==> src/rtl/rv_fetch_queue_if.sv <==
// Fetch queue bus: fetcher push side plus decoder head/pop side.
// The queue takes the slave modport; fetcher/decoder logic takes master.
interface rv_fetch_queue_if #(
   parameter int IADDR_SPACE_BITS = 16,
   parameter int DEPTH_BITS = 3,
   parameter int PUSH_HALFS = 2
);
   localparam int PCW = IADDR_SPACE_BITS - 1;
   localparam int CW = $clog2(PUSH_HALFS + 1);

   logic                     i_flush;
   logic [PCW-1:0]           i_flush_pc;
   logic [16*PUSH_HALFS-1:0] i_data;
   logic [CW-1:0]            i_push_cnt;
   logic                     i_push_err;
   logic [DEPTH_BITS:0]      o_free_cnt;
   logic                     o_overflow;
   logic [31:0]              o_instr;
   logic                     o_instr_valid;
   logic                     o_instr_comp;
   logic [PCW-1:0]           o_pc;
   logic [PCW-1:0]           o_pc_next;
   logic                     o_err;
   logic                     i_pop;

   modport master (
      output i_flush, i_flush_pc, i_data,
      output i_push_cnt, i_push_err, i_pop,
      input  o_free_cnt, o_overflow, o_instr,
      input  o_instr_valid, o_instr_comp,
      input  o_pc, o_pc_next, o_err
   );

   modport slave (
      input  i_flush, i_flush_pc, i_data,
      input  i_push_cnt, i_push_err, i_pop,
      output o_free_cnt, o_overflow, o_instr,
      output o_instr_valid, o_instr_comp,
      output o_pc, o_pc_next, o_err
   );
endinterface

==> src/rtl/rv_fetch_queue.sv <==
// Halfword fetch queue presenting one RVC/RV32 instruction at the head.
// Define RV_FETCH_QUEUE_ERR_EN to store and report per-halfword fetch errors.
module rv_fetch_queue #(
   parameter int IADDR_SPACE_BITS = 16,
   parameter int DEPTH_BITS = 3,
   parameter int PUSH_HALFS = 2,
   parameter logic [IADDR_SPACE_BITS-1:0] RESET_PC = '0
) (
   input logic i_clk,
   input logic i_reset_n,
   rv_fetch_queue_if.slave bus
);
   localparam int PCW = IADDR_SPACE_BITS - 1;
   localparam int DEPTH = 1 << DEPTH_BITS;
   localparam logic [DEPTH_BITS:0] DEPTH_C =
      (DEPTH_BITS+1)'(DEPTH);

   typedef logic [DEPTH_BITS-1:0] ptr_t;
   typedef logic [DEPTH_BITS:0]   cnt_t;

   logic [15:0]    mem_q [DEPTH];
   ptr_t           rd_q, rd_d, wr_q, wr_d, rd1;
   cnt_t           cnt_q, cnt_d, free, push_n, pop_n;
   logic [PCW-1:0] pc_q, pc_d, pc_nx;
   logic           ovf_q, ovf_d;
   logic [15:0]    lo, hi;
   logic           comp, valid, pop;
   logic           push_any, push_ok, wr_en;

   assign rd1 = rd_q + ptr_t'(1);
   assign lo = mem_q[rd_q];
   assign hi = mem_q[rd1];
   assign comp = lo[1:0] != 2'b11;
   assign valid = (cnt_q != '0 && comp) ||
                  cnt_q >= cnt_t'(2);
   assign free = DEPTH_C - cnt_q;
   assign pc_nx = pc_q + (comp ? PCW'(1) : PCW'(2));

   // Space is judged on the pre-pop count.
   assign push_n = cnt_t'(bus.i_push_cnt);
   assign push_any = push_n != '0;
   assign push_ok = push_any && push_n <= free;
   assign wr_en = push_ok && !bus.i_flush;
   assign pop = bus.i_pop && valid;
   assign pop_n = !pop ? '0 :
                  comp ? cnt_t'(1) : cnt_t'(2);

   always_comb begin
      rd_d = rd_q + ptr_t'(pop_n);
      wr_d = wr_q;
      cnt_d = cnt_q - pop_n;
      pc_d = pop ? pc_nx : pc_q;
      ovf_d = push_any && !push_ok;
      if (push_ok) begin
         wr_d = wr_q + ptr_t'(push_n);
         cnt_d = cnt_q + push_n - pop_n;
      end
      if (bus.i_flush) begin
         rd_d = '0;
         wr_d = '0;
         cnt_d = '0;
         pc_d = bus.i_flush_pc;
         ovf_d = 1'b0;
      end
   end

   always_ff @(posedge i_clk or negedge i_reset_n) begin
      if (!i_reset_n) begin
         rd_q <= '0;
         wr_q <= '0;
         cnt_q <= '0;
         pc_q <= RESET_PC[IADDR_SPACE_BITS-1:1];
         ovf_q <= 1'b0;
      end else begin
         rd_q <= rd_d;
         wr_q <= wr_d;
         cnt_q <= cnt_d;
         pc_q <= pc_d;
         ovf_q <= ovf_d;
      end
   end

   always_ff @(posedge i_clk) begin
      for (int i = 0; i < PUSH_HALFS; i++) begin
         if (wr_en && i < int'(push_n))
            mem_q[wr_q + ptr_t'(i)] <= bus.i_data[16*i +: 16];
      end
   end

`ifdef RV_FETCH_QUEUE_ERR_EN
   logic [DEPTH-1:0] err_q;

   always_ff @(posedge i_clk) begin
      for (int i = 0; i < PUSH_HALFS; i++) begin
         if (wr_en && i < int'(push_n))
            err_q[wr_q + ptr_t'(i)] <= bus.i_push_err;
      end
   end

   assign bus.o_err = cnt_q != '0 &&
      (err_q[rd_q] || (!comp && err_q[rd1]));
`else
   assign bus.o_err = 1'b0 & bus.i_push_err;
`endif

   assign bus.o_free_cnt = free;
   assign bus.o_overflow = ovf_q;
   assign bus.o_instr_valid = valid;
   assign bus.o_instr_comp = comp;
   assign bus.o_pc = pc_q;
   assign bus.o_pc_next = pc_nx;
   assign bus.o_instr = cnt_q == '0 ? 32'h0 :
                        comp ? {16'h0, lo} : {hi, lo};
endmodule

==> src/flat_wrapper.sv <==
// flat-port wrapper written by rule: the top's interface ports become plain ports
module rv_fetch_queue_flat 
#(
   parameter int IADDR_SPACE_BITS = 16,
   parameter int DEPTH_BITS = 3,
   parameter int PUSH_HALFS = 2,
   parameter logic [IADDR_SPACE_BITS-1:0] RESET_PC = '0
)
  (i_clk, i_reset_n, bus_i_flush, bus_i_flush_pc, bus_i_data, bus_i_push_cnt, bus_i_push_err, bus_i_pop, bus_o_free_cnt, bus_o_overflow, bus_o_instr, bus_o_instr_valid, bus_o_instr_comp, bus_o_pc, bus_o_pc_next, bus_o_err);
  rv_fetch_queue_if #(.IADDR_SPACE_BITS(IADDR_SPACE_BITS), .DEPTH_BITS(DEPTH_BITS), .PUSH_HALFS(PUSH_HALFS)) bus_i ();
  input logic i_clk;
  input logic i_reset_n;
  input wire logic [$bits(bus_i.i_flush)-1:0] bus_i_flush;
  input wire logic [$bits(bus_i.i_flush_pc)-1:0] bus_i_flush_pc;
  input wire logic [$bits(bus_i.i_data)-1:0] bus_i_data;
  input wire logic [$bits(bus_i.i_push_cnt)-1:0] bus_i_push_cnt;
  input wire logic [$bits(bus_i.i_push_err)-1:0] bus_i_push_err;
  input wire logic [$bits(bus_i.i_pop)-1:0] bus_i_pop;
  output wire logic [$bits(bus_i.o_free_cnt)-1:0] bus_o_free_cnt;
  output wire logic [$bits(bus_i.o_overflow)-1:0] bus_o_overflow;
  output wire logic [$bits(bus_i.o_instr)-1:0] bus_o_instr;
  output wire logic [$bits(bus_i.o_instr_valid)-1:0] bus_o_instr_valid;
  output wire logic [$bits(bus_i.o_instr_comp)-1:0] bus_o_instr_comp;
  output wire logic [$bits(bus_i.o_pc)-1:0] bus_o_pc;
  output wire logic [$bits(bus_i.o_pc_next)-1:0] bus_o_pc_next;
  output wire logic [$bits(bus_i.o_err)-1:0] bus_o_err;
  assign bus_i.i_flush = bus_i_flush;
  assign bus_i.i_flush_pc = bus_i_flush_pc;
  assign bus_i.i_data = bus_i_data;
  assign bus_i.i_push_cnt = bus_i_push_cnt;
  assign bus_i.i_push_err = bus_i_push_err;
  assign bus_i.i_pop = bus_i_pop;
  assign bus_o_free_cnt = bus_i.o_free_cnt;
  assign bus_o_overflow = bus_i.o_overflow;
  assign bus_o_instr = bus_i.o_instr;
  assign bus_o_instr_valid = bus_i.o_instr_valid;
  assign bus_o_instr_comp = bus_i.o_instr_comp;
  assign bus_o_pc = bus_i.o_pc;
  assign bus_o_pc_next = bus_i.o_pc_next;
  assign bus_o_err = bus_i.o_err;
  rv_fetch_queue #(.IADDR_SPACE_BITS(IADDR_SPACE_BITS), .DEPTH_BITS(DEPTH_BITS), .PUSH_HALFS(PUSH_HALFS), .RESET_PC(RESET_PC)) u_core (.i_clk(i_clk), .i_reset_n(i_reset_n), .bus(bus_i));
endmodule
==> config.mk <==
export PLATFORM = sky130hd
export DESIGN_NAME = rv_fetch_queue_flat
export DESIGN_NICKNAME = d
export VERILOG_FILES = /design/src/rtl/rv_fetch_queue_if.sv /design/src/rtl/rv_fetch_queue.sv /design/src/flat_wrapper.sv
export SDC_FILE = /design/constraint.sdc
export NUM_CORES = 1
export LEC_CHECK = 0
export ABC_CLOCK_PERIOD_IN_PS = 5130
export CAP_MARGIN = 10
export CORE_ASPECT_RATIO = 0.7
export CORE_MARGIN = 5
export CORE_UTILIZATION = 40
export DETAILED_ROUTE_END_ITERATION = 8
export GPL_TIMING_DRIVEN = 1
export PLACE_DENSITY = 0.69
export SYNTH_ARGS = -nofsm -noshare
export SYNTH_HDL_FRONTEND = slang
export SYNTH_SLANG_ARGS = --single-unit
export TNS_END_PERCENT = 30
==> constraint.sdc <==
create_clock -name i_clk -period 5.13 [get_ports i_clk]
set_input_delay 0.7695 -clock i_clk [delete_from_list [all_inputs] [get_ports i_clk]]
set_output_delay 0.7695 -clock i_clk [all_outputs]
set_load 0.005 [all_outputs]
==> metrics.yaml, run 1 <==
clk_latency_ns: 0.44
syn_to_final_growth_pct: 22.5
vias_per_cell: 5.69
synthFlopType: "edfxtp_1"
synth_nets: 788
grt_max_degree: 52
maxSlewHeadroom_pct: 20.3
htreeDepth: 4
wl_per_cell_um: 22.9
final_common_cell: "edfxtp_1"
cp_max_fo: 7
portBuffers: 121
dp_cells: 1141
syn_area_per_cell_um2: 13.9
die_h_um: 142
cts_tree: "built"
fin_skew_ns: 0.0157
tns_ns: 0
fillCellCount: 2129
final_cell_count_no_fill: 1173
max_freq_ghz: 0.205
end_kind: "output port"
synth_edf_count: 128
post_cts_buffers: 0
die_area_mm2: 0.0281
arrival_ns: 4.10
yosys_warnings: 0
seqPwrFrac_pct: 29.7
ys_ff_latch: 154
peakVddDrop_v: 0.000285
holdPathEnd: "u_core.cnt_q[3]"
rows: 48
ctsHoldBuffers: 0
worst_ep_required_time_ns: 4.36
die_w_um: 198
power.internal_uw: 3890
layout-drive-gt1-share_pct: 31.4
critical_path.top_delay_family: "simple AND/OR/NAND/NOR gates"
path_class: "reg2out"
root_buffer: "clkbuf_16"
crit_buf_inv: 3
synth_cells: 712
final-setup-viol-count: 0
synthArstFlopShare_pct: 16.9
reg2reg_depth: 9
synth_top_area_cell: "edfxtp_1"
drt_iter0_markers: 532
core_area_mm2: 0.0245
num_vias: 6673
ys_types: 54
synth.area.top_cells: "edfxtp_1 (39%), mux4_2 (15%), mux2_2 (9.3%)"
grt_use_total_pct: 19.2
critical_path.max_stage_delay_ns: 0.51
hp-start: "u_core.cnt_q[3]"
hold_depth: 2
p_switching_uw: 2270
start_util_pct: 40.4
synth_area_mm2: 0.00991
clk_pin_slew_worst_paths_ns: 0.07
r2r_slack_ns: 1.42
antenna_found_initial: 0
drt_wl_total_um: 26800
hold_path_class: "reg2reg"
cts_num_sinks: 154
fin_nets: 911
drc: 0
cp-startpoint: "u_core.rd_q[0]"
yosysSeqAreaShare_pct: 45.4
grt_pass1_vias: 6776
diodes: 0
combPwrFrac_pct: 49.2
maxCapViolations: 0
final_cell_mix: "edfxtp_1 (128), clkdlybuf4s50_1 (120), mux2_2 (82), mux4_2 (64), nand2_1 (46)"
utilization_pct: 49.5
synth_top_area_share_pct: 38.8
p_clk_share_pct: 21.1
hold_viol_final: 0
path_cells: "mux4_2 > mux2i_1 > nor2_1 > inv_1 > ha_1 > inv_1 > fa_1 > and3b_1 > nand3_2 > nor2_1 > xor2_1 > clkdlybuf4s50_1"
grt_pass1_wl_um: 41000
period_share_pct: 94.9
swShare_pct: 36.8
ios: 124
clockBufferDepth: 2
dpl.hpwl_um: 18100
rsz0062_at_grt: "no"
leakage_uw: 0.00427
min_period_ns: 4.87
outcome: "finished clean"
drv_slew: 0
antenna_left: 0
gp_congestion: 0.782
regToRegStartpoint: "u_core.cnt_q[1]"
grt_overflow_total: 0
numCtsBuffers: 17
cp-start-kind: "flop"
drt_first_pass_iters: 4
critPathSlowestCell: "mux4_2"
power_density_mw_per_mm2: 508
tightest_slew_ns: 1.19
rr_endpoint: "u_core.mem_q[7][11]"
==> state kept, by name, indices dropped and copies added (netlist names) <==
signal / count
u_core.bus.o_overflow: 1
u_core.bus.o_pc: 15
u_core.cnt_q: 4
u_core.mem_q: 128
u_core.rd_q: 3
u_core.wr_q: 3
==> synthesized netlist by cell type (all sizes together), types with 17 or more instances <==
| library cell | count |
|---|---|
| xnor2 | 17 |
| nand2 | 46 |
| mux2i | 20 |
| nor2 | 33 |
| inv | 19 |
| mux4 | 64 |
| clkbuf | 22 |
| mux2 | 128 |
| a21oi | 21 |
| buf | 25 |
| nand3 | 27 |
| edfxtp | 128 |
| dfrtp | 26 |
==> per-layer routing <==
layer	vias up	global-route usage [%]	wire, µm
met2	220	30.2	12900
li1	3010	-	-
met1	3426	28.2	12000
met4	0	3.84	238
met3	17	3.63	1720
met5	-	0	0
==> worst max-delay path by stage <==
stage / endpoint / slack (ns) / cells past startpoint
after global routing: bus_o_pc_next[12] / 0.02 / 12
after detailed placement: bus_o_pc_next[12] / 0.63 / 12
after floorplan: bus_o_pc_next[12] / 1.31 / 12
after CTS: bus_o_pc_next[12] / 0.15 / 12
final: bus_o_pc_next[12] / 0.26 / 12
after global placement: bus_o_pc_next[12] / 0.68 / 12
==> cell families (layout without fill, tap and decap cells) <==
group / count (synthesis) / count (layout) / synth area share, %
adder cells (fa/ha/maj): 22 / 22 / 3.23
other: 1 / 1 / 0.0378
multiplexers: 212 / 212 / 32.5
buffers and inverters: 66 / 202 / 3.40
AND/OR/NAND/NOR: 161 / 161 / 8.21
flip-flops: 154 / 154 / 45.4
AO/OA/AOI/OAI: 71 / 71 / 4.89
XOR/XNOR: 25 / 25 / 2.40
==> repair_timing <==
| action | 4_1_cts | 5_1_grt |
|---|---|---|
| endpoints found under the hold margin | 0 | 0 |
| setup endpoints to repair | 0 | 1 |
| resized for setup | 0 | 1 |
==> power by group through the flow <==
stage          sequential [µW]  combinational [µW]  clock, µW
3_3_place_gp              1840                2990          0
3_5_place_dp              1850                3030          0
2_1_floorplan             1780                1820          0
4_1_cts                   1830                3060       1320
5_1_grt                   1860                3270       1370
6_report                  1830                3030       1300
==> per-stage QoR <==
stage	area (µm²)	power, µW	setup slack (ns)	hold slack (ns)
2_1_floorplan	9910	3600	1.31	0.474
3_3_place_gp	11500	4830	0.679	0.570
3_5_place_dp	11500	4890	0.625	0.574
4_1_cts	12100	6210	0.148	0.583
5_1_grt	12100	6510	0.0241	0.611
6_report	12100	6160	0.262	0.582
==> tightest hold or removal path: cells and delay by family (launching register included) <==
kind,cells,cell delay [ns]
DFF,1,0.36
AOI/OAI and AO/OA,1,0.07
xor gates and xnor gates,1,0.11
==> area by class of cell <==
cell class | count | area, µm² | area share, %
Tap cell | 325 | 407 | 3.35
Sequential cell | 154 | 4500 | 37.1
Timing Repair Buffer | 151 | 1440 | 11.9
Clock inverter | 15 | 169 | 1.39
Multi-Input combinational cell | 492 | 5120 | 42.2
Clock buffer | 17 | 425 | 3.51
Inverter | 19 | 71.3 | 0.588
Note: power is estimated with default switching activity, not from simulation.
==> inputs of run 2 (changes only) <==
Settings changed: SLEW_MARGIN set to 20.
==> run 2 against run 1 <==
  * Design area rose by 0.36%
  * Critical path depth did not move
  * Clock power rose by 5%
  * Global-route usage barely moved
  * Routed wire length rose by 0.25%
  * Sequential power barely moved
  * Utilization rose by 0.18 points
  * Clock-buffer cell count did not move
  * Combinational power barely moved
  * Clock skew fell by 0.0038 ns
  * Worst setup slack improved by 0.0071 ns
  * Non-clock buffer count did not move
  * Critical endpoint unchanged
  * Largest power group unchanged
  * Highest routed layer unchanged
==> metrics.yaml, run 2 (synthesis gave the netlist of run 1 again) <==
drv_slew: 0  # unchanged
combPwrFrac_pct: 48.7  # -0.5 points
dpl.hpwl_um: 18100  # +0.25%
grt_use_total_pct: 19.2  # -0.029 points
leakage_uw: 0.00428  # +0.18%
dr_wl_met2_um: 12900  # +0.19%
grt_pass1_wl_um: 41000  # about the same
largest_reg_flops: 128  # unchanged
highest_layer: "met4"
drt_iter0_markers: 522  # -1.9%
fin_skew_ns: 0.0119  # -0.00381 ns
ctsHoldBuffers: 0  # unchanged
die_h_um: 142  # unchanged
gp_congestion: 0.782  # unchanged
numCtsBuffers: 17  # unchanged
outcome: "finished clean"
core_area_mm2: 0.0245  # unchanged
hold_path_class: "reg2reg"
final_common_cell: "edfxtp_1"
antenna_left: 0  # unchanged
fillCellCount: 2125  # -0.19%
die_w_um: 198  # unchanged
antenna_found_initial: 0  # unchanged
power_density_mw_per_mm2: 511  # +0.61%
clk_latency_ns: 0.43  # about the same
final-setup-viol-count: 0  # unchanged
path_class: "reg2out"
met3_length_um: 1860  # +8.5%
layout-drive-gt1-share_pct: 31.3  # -0.12 points
cp-start-kind: "flop"
worst_ep_required_time_ns: 4.36  # about the same
num_vias: 6695  # +0.33%
maxSlewHeadroom_pct: 27.1  # +6.8 points
end_kind: "output port"
cp_max_fo: 7  # unchanged
power.internal_uw: 3980  # +2.2%
post_cts_buffers: 0  # unchanged
fin_nets: 911  # unchanged
vias_per_cell: 5.71  # +0.33%
max_freq_ghz: 0.206  # +0.15%
clockBufferDepth: 2  # unchanged
swShare_pct: 36.0  # -0.79 points
grt_pass1_vias: 6818  # +0.62%
ios: 124  # unchanged
met1_length_um: 11900  # -1.1%
clk_pin_slew_worst_paths_ns: 0.07  # about the same
final_cell_mix: "edfxtp_1 (128), clkdlybuf4s50_1 (120), mux2_2 (82), mux4_2 (64), nand2_1 (46)"
cts_tree: "built"
seqPwrFrac_pct: 29.4  # -0.3 points
diodes: 0  # unchanged
wl_per_cell_um: 22.9  # +0.25%
min_period_ns: 4.86  # -0.00712 ns
die_area_mm2: 0.0281  # unchanged
p_total_uw: 6220  # +0.97%
start_util_pct: 40.4  # unchanged
p_switching_uw: 2240  # -1.2%
grt_overflow_total: 0  # unchanged
top_register: "u_core.mem_q"
cts_num_sinks: 154  # unchanged
portBuffers: 121  # unchanged
arrival_ns: 4.09  # about the same
p_clk_share_pct: 21.8  # +0.7 points
grt_max_degree: 52  # unchanged
peakVddDrop_v: 0.000282  # -0.94%
drt_wl_total_um: 26900  # +0.25%
tightest_slew_ns: 1.09  # -0.101 ns
maxCapViolations: 0  # unchanged
htreeDepth: 4  # unchanged
cts_resized: 0  # unchanged
root_buffer: "clkbuf_16"
period_share_pct: 94.7  # -0.14 points
rows: 48  # unchanged
syn_to_final_growth_pct: 22.9
hold_viol_final: 0  # unchanged
rsz0062_at_grt: "no"
tns_ns: 0  # unchanged
drt_first_pass_iters: 5  # +1
drc: 0  # unchanged
## run 2: cell count changes in the layout (fill, tap and decap cells not counted)
cell and delta:
clkinv_2 -1, o21bai_2 -2, bufinv_16 +2, inv_8 -5, o21bai_4 +2, inv_6 +3, clkinv_1 +1
## run 2: worst paths after layout
kind / startpoint / end / slack, ns / cells after the start
worst min-delay path: u_core.cnt_q[3] / u_core.cnt_q[3] / 0.58 / 2
min in group asynchronous: i_reset_n / u_core.bus.o_pc[4] / 0.73 / 2
worst min register to register: u_core.cnt_q[3] / u_core.cnt_q[3] / 0.58 / 2
worst max register to register: u_core.cnt_q[1] / u_core.mem_q[7][4] / 1.31 / 10
worst max-delay path: u_core.rd_q[0] / bus_o_pc_next[12] / 0.27 / 12
max in group asynchronous: i_reset_n / u_core.rd_q[0] / 4.08 / 2
## run 2: critical path, cell delays in order, from the launching register on
cell and delay (ns):
dfrtp_4 0.49, mux4_2 0.52, mux2i_1 0.23, nor2_1 0.17, inv_1 0.15, ha_1 0.19, inv_1 0.06, fa_1 0.47
and3b_1 0.36, nand3_2 0.19, nor2_1 0.15, xor2_1 0.15, clkdlybuf4s50_1 0.51
## run 2: power groups by stage
stage / Combinational (µW) / Sequential (µW) / Clock, µW
2_1_floorplan: 1820 / 1780 / 0
3_3_place_gp: 2990 / 1840 / 0
3_5_place_dp: 3040 / 1850 / 0
4_1_cts: 3060 / 1830 / 1380
5_1_grt: 3280 / 1860 / 1430
6_report: 3030 / 1830 / 1360
## run 2: cell type report
| cell class | count | area (µm²) | area share, % |
|---|---|---|---|
| clock buffer | 17 | 425 | 3.49 |
| tap | 325 | 407 | 3.34 |
| sequential | 154 | 4500 | 36.9 |
| clock inverter | 15 | 198 | 1.62 |
| multi-input combinational | 492 | 5140 | 42.2 |
| inverter | 19 | 71.3 | 0.586 |
| timing repair buffer | 151 | 1440 | 11.9 |
## run 2: per-layer routing
metal / track usage [%] / up-vias
li1: - / 2999
met1: 27.6 / 3443
met2: 30.1 / 231
met3: 4.20 / 22
met4: 4.53 / 0
met5: 0 / -
## run 2: stage by stage
| stage | cell area [µm²] | instances | util (%) | hold slack (ns) | setup WS (ns) |
|---|---|---|---|---|---|
| global placement | 11500 | 1141 | 47.1 | 0.570 | 0.679 |
| CTS | 12200 | 1173 | 49.7 | 0.583 | 0.145 |
| finish | 12200 | 1173 | 49.7 | 0.580 | 0.269 |
| global route | 12200 | 1173 | 49.7 | 0.627 | 0.0121 |
| detailed placement | 11600 | 1141 | 47.1 | 0.573 | 0.619 |
| floorplan | 9910 | 712 | - | 0.474 | 1.31 |
==> inputs of run 3 (changes only) <==
Settings changed: CAP_MARGIN 10 to 15.
==> results of run 3 <==
No change in the layout: final DEF, timing and power equal those of run 2.
